### src/rtl/demux_regbank.sv
// demux_regbank: write side of a 32-word register bank with burst pointer and clear sweep.
// Optional DEMUX_REG0_ZERO_EN hardwires word 0 to zero (writes to address 0 are dropped).
module demux_regbank #(
    parameter int WIDTH  = 32,
    parameter int DEPTH  = 32,
    parameter int ADDR_W = 5
) (
    input  logic                     Clk,
    input  logic                     Reset,
    input  logic                     WrValid,
    output logic                     WrReady,
    input  logic [ADDR_W-1:0]        WrAddr,
    input  logic [WIDTH-1:0]         WrData,
    input  logic                     Burst,
    input  logic                     PtrLoad,
    input  logic                     Clear,
    output logic                     Busy,
    output logic [ADDR_W-1:0]        Ptr,
    output logic [WIDTH*DEPTH-1:0]   Out
);

    typedef enum logic {
        IDLE  = 1'b0,
        CLEAR = 1'b1
    } state_t;

    localparam logic [ADDR_W-1:0] LAST = ADDR_W'(DEPTH - 1);
    localparam logic [ADDR_W-1:0] ONE  = ADDR_W'(1);

    state_t             state;
    logic [ADDR_W-1:0]  clr_idx;
    logic [WIDTH-1:0]   mem [DEPTH];

    logic               fire;
    logic [ADDR_W-1:0]  base;
    logic [ADDR_W-1:0]  waddr;
    logic               wr_ok;

    assign WrReady = (state == IDLE) && !Clear;
    assign Busy    = (state == CLEAR);
    assign fire    = WrValid && WrReady;

    // A same-cycle PtrLoad redefines the burst origin.
    assign base  = PtrLoad ? WrAddr : Ptr;
    assign waddr = Burst ? base : WrAddr;

`ifdef DEMUX_REG0_ZERO_EN
    assign wr_ok = (waddr != '0);
`else
    assign wr_ok = 1'b1;
`endif

    always_ff @(posedge Clk) begin
        if (Reset) begin
            state   <= IDLE;
            Ptr     <= '0;
            clr_idx <= '0;
            for (int i = 0; i < DEPTH; i++) begin
                mem[i] <= '0;
            end
        end else begin
            unique case (state)
                IDLE: begin
                    if (Clear) begin
                        state   <= CLEAR;
                        clr_idx <= '0;
                    end else begin
                        if (fire && Burst) begin
                            Ptr <= base + ONE;
                        end else if (PtrLoad) begin
                            Ptr <= WrAddr;
                        end
                        if (fire && wr_ok) begin
                            mem[waddr] <= WrData;
                        end
                    end
                end
                CLEAR: begin
                    mem[clr_idx] <= '0;
                    clr_idx      <= clr_idx + ONE;
                    if (clr_idx == LAST) begin
                        state <= IDLE;
                        Ptr   <= '0;
                    end
                end
                default: state <= IDLE;
            endcase
        end
    end

    for (genvar g = 0; g < DEPTH; g++) begin : g_out
        assign Out[WIDTH*g +: WIDTH] = mem[g];
    end

endmodule

### config.mk
export PLATFORM = sky130hd
export DESIGN_NAME = demux_regbank
export DESIGN_NICKNAME = d
export VERILOG_FILES = /design/src/rtl/demux_regbank.sv
export SDC_FILE = /design/constraint.sdc
export NUM_CORES = 1
export LEC_CHECK = 0
export ABC_AREA = 1
export ABC_CLOCK_PERIOD_IN_PS = 6300
export BUFFER_PORTS_ARGS = -buffer_cell sky130_fd_sc_hd__buf_2
export CORE_AREA = 2 2 418 420
export CTS_CLUSTER_DIAMETER = 150
export DETAILED_ROUTE_END_ITERATION = 7
export DIE_AREA = 0 0 420 422
export RECOVER_POWER = 25
export REMOVE_ABC_BUFFERS = 1
export SETUP_SLACK_MARGIN = 0.5
export SYNTH_ARGS = -nofsm -noshare
export SYNTH_HDL_FRONTEND = slang
export SYNTH_SLANG_ARGS = --single-unit
### constraint.sdc
create_clock -name Clk -period 6.3 [get_ports Clk]
set_clock_uncertainty 0.15 [all_clocks]
set_input_delay 1.89 -clock Clk [delete_from_list [all_inputs] [get_ports Clk]]
set_output_delay 1.89 -clock Clk [all_outputs]
set_load 0.01 [all_outputs]
### Word-level counts from Yosys, hierarchy flattened

Memories as Yosys holds them, arrays and structs flattened.
Cells that the tools add are included.

* muxes and demuxes: 27
* $add $sub $neg: 2
* eq/ne operators: 4
* reductions and logical operators: 7
* bitwise operators: 1

Operators with widths (count)
* $mux 32: 2
* $reduce_or 32->1: 2
* $mux 5: 8
* $pmux 5 s2: 2
* $mux 1: 14
* $add 5x1->5 const B: 2
* $eq 5x5->1 const B: 1
* $ne 2x2->1 const B: 2
* $logic_and 1x1->1: 3
* $ne 2x1->1 const B: 1
* $pmux 1 s2: 1
* $reduce_and 2->1: 1
* $logic_not 1->1: 1
* $not 1->1: 1

* bits of input ports: 43
* output and inout bits: 1031
* RAM bits: 1024
* memories kept: 1
* flip-flop bits (word level): 11

Memory list
* mem: words 32, width 32, read ports 32, clocked after Yosys merged registers in 0, write ports 32, RTL line 32 `logic [WIDTH-1:0] mem [DEPTH];`

### Logic depth before layout (Yosys ltp)

* word-level depth: 11
* depth in mapped cells: 11
* gate-level depth less buffers: 10

### Worst setup path before layout

Ideal clock, no wire load.

* path kind: input -> register
* start: input PtrLoad
* end: memory mem[28][0], enable pin
* path slack: 563 ps
* data arrival time: 5122 ps
* stages: 10
* library setup time: 466 ps
* required time: 5684 ps
* cell sequence: inv_2 nand2_1 nand2_1 nand2_1 nand2_1 nand2_1 nor2_1 nand2_1 clkbuf_1 o21ai_0

RTL lines
* start, declared: RTL line 15 `input logic PtrLoad,`
* end, declared: RTL line 32

==> summary.txt <==
Final layout
  – Final core utilization: 27.6%
  – Share of cells above drive strength 1: between 15 and 20%
  – Final #Nets: 3617
  – Area growth from synthesis to layout: 29.6%
  – Final Instance Area: 0.0478 mm2
  – Non-Filler Instances: 5988

Route
  – DR iter-0 viols: 3708
  – Per-cell routed wire length: 26.4 um
  – Via/cell ratio: ~4.3
  – Post-detailed-route DRC marker count: 0
  – Final WL: 158000 um
  – Vias: 25653
  – Antenna-violating nets left: 0
  – DR pass1 iterations: 6

Run status
  – Failing checks: capacitance limit, slew limit
  – Result of the run: complete, but fails checks

Clock network
  – Post-CTS setup buffer count: 0
  – CTS clk-pin slew, worst paths: ~60 ps
  – CTS tree: yes
  – Worst skew pair latency: 760 ps
  – Maximum buffer depth of the clock tree: 3
  – CTS Buf Count: 109
  – Gates resized, CTS repair: 0
  – Root Buffer: clkbuf_16
  – Clock sink count: 1035
  – H-tree lvl count: 3
  – Post-CTS Hold Fix Bufs: 0

Job
  – Maxcap violations: 3

Timing
  – Setup WS post-layout: 1110 ps
  – Fin crit share: 82.3%
  – Fin Hold WS: 306 ps
  – Rel. slew slack: -24.4%
  – Fin. max-slew vios: 86
  – Final setup vio count: 0
  – Worst-Margin Slew: 1870 ps
  – Tmin final: roughly 5200 ps
  – Fmax: 193 MHz
  – RSZ-0062 raised after global routing: no
  – Fin Setup TNS: 0 ps
  – Final Hold Vio Count: 0

Floorplan
  – Core Area: between 0.15 and 0.2 mm2
  – Initial core utilization: a little over a fifth
  – Chip Width: 420 um
  – DIE HEIGHT: 422 um
  – Boundary pin count: 1074
  – Full die area: roughly 0.18 mm2
  – Cell Rows: 153

Power and ir drop
  – Leakage power: 17.4 nW
  – Reg power frac: 51.1%
  – Pwr/cell area: 325 mW/mm2
  – Cell Int Power: 11.5 mW
  – Worst vdd ir: 0.233 mV
  – Net switching power: a little over 4 mW
  – Power, Total: 15.5 mW
  – Gate power share: 7.9%
  – Clk pwr share: 41.0%
  – Switching share of power: 25.9%

Yosys
  – Synth top area share: 83.4%
  – Syn. warnings: 0
  – Area leader, netlist: edfxtp_1
  – Synthesized area per cell: between 10 and 15 um2
  – Synth top area cells: edfxtp_1 (83%), nor2_1 (9.3%), clkbuf_1 (2.0%)
  – Cell area after synthesis: ~0.037 mm2
  – Flops & latches, synth: 1035
  – Mapped Cells: ~2500
  – Synth cell types: 20
  – Seq/Total Area, Yosys: a little over four fifths

Placed design
  – Post-DP Area: about 0.045 mm2
  – Gpl congestion: 0.811
  – Pre-CTS setup slack: 1210 ps
  – Input/output buffers: 1073
  – Placed cell count: approximately 5800
  – Detailed placer's ending HPWL: roughly 97000 um

GRT
  – Vias in the first global route: 23833
  – Grt ovf: 0
  – First-pass GRT wire length: 205000 um
  – Initial antenna violation count: 12
  – Largest net degree at the start of global routing: 67
  – Gr usage total: 17.0%

Worst setup path
  – Crit path cell chain: clkbuf_1, clkinvlp_2, nand2_1, clkbuf_2, nand2_2, buf_12, nor2_1
  – CP Capture Type: flip-flop
  – Worst setup SP type: input port
  – CP Data Required Time: between 6000 and 7000 ps
  – Worst path slowest cell: clkbuf_2
  – WS Path Type: input port to flip-flop
  – Worst path max stage delay: 1270 ps
  – Worst Path Arrival: between 5000 and 6000 ps
  – Worst-path maximum fanout: 32

Worst hold path
  – HP Class: flip-flop to flip-flop
==> state kept, by name, summed over array words and instances, names as in the netlist <==
| name | count |
|---|---|
| mem | 1024 |
| Ptr | 5 |
| clr_idx | 5 |
| Busy | 1 |
==> worst max-delay path: cells and delay by family <==
family / cells / cell delay [ps]
buffers and inverters: 4 / 2150
and+or+nand+nor: 3 / 1520
==> final cells by class <==
| type | count | area (um2) |
|---|---|---|
| fillers | 17881 | 125000 |
| flip-flops and latches | 1035 | 31000 |
| multi-input cells | 1249 | 5310 |
| repair buffers | 1150 | 5050 |
| well taps | 2325 | 2910 |
| clock buffers | 137 | 2830 |
| clock inverters | 64 | 606 |
| inverters | 26 | 98.8 |
| diodes | 2 | 5.00 |
==> layout by cell type, fill, tap and decap left out, types with 7 or more instances in the layout <==
cell type / n
nor3_1: 128
nand3_1: 18
nand2_4: 31
nand2_1: 108
clkinv_2: 15
clkbuf_16: 109
dfxtp_1: 11
buf_2: 324
clkbuf_1: 780
a21oi_1: 7
inv_1: 21
nand2_2: 13
o21ai_0: 13
nor2_1: 910
clkinv_1: 22
edfxtp_1: 1024
buf_4: 69
==> cells by family (layout without fill, tap and decap cells) <==
| family | Yosys count | after routing | synth area share (%) |
|---|---|---|---|
| compound gates | 25 | 25 | 0.350 |
| other cells | 0 | 2 | 0 |
| fa+ha+maj | 3 | 3 | 0.102 |
| buf+inv | 243 | 1377 | 2.49 |
| flops | 1035 | 1035 | 84.0 |
| simple gates | 1221 | 1221 | 13.0 |
==> metal layers <==
metal  GRT usage (%)  routed length (um)  share of wire [%]  up-vias
li1                -                   -                  -    10794
met1            20.8               58200                 37    12776
met2            28.6               77800                 49     1757
met3            4.26               15800                 10      322
met4            6.68                6500                4.1        4
met5               0                  27              0.017        -
==> power groups by stage <==
stage | registers [mW] | clock network, mW | logic, mW
6_report | 7.93 | 6.36 | 1.23
5_1_grt | 7.95 | 6.70 | 1.27
4_1_cts | 7.92 | 6.44 | 1.29
3_5_place_dp | 8.06 | 0 | 1.29
3_3_place_gp | 8.06 | 0 | 1.28
2_1_floorplan | 8.22 | 0 | 0.277
==> cells in the mapped netlist <==
master    instances
nand3_2           1
o21ai_0          17
inv_2             5
nand2_1         152
nor2_4            2
clkbuf_1        192
inv_1            21
nor3_1          128
nor2_1          910
buf_2             4
ha_1              3
nor2_2            4
dfxtp_1          11
or2_1             1
o21ai_2           1
edfxtp_1       1024
or2_2             1
a21oi_1           7
nand3_1          22
buf_1            21
==> final timing paths <==
path              slack, ps        from          to  depth (start not counted)
hold reg to reg         310  clr_idx[3]  clr_idx[3]                          1
hold / removal          310  clr_idx[3]  clr_idx[3]                          1
setup reg to reg       2130        Busy  mem[6][25]                          5
setup / recovery       1110       Reset  mem[6][25]                          7
(Power assumes the default switching activity.)
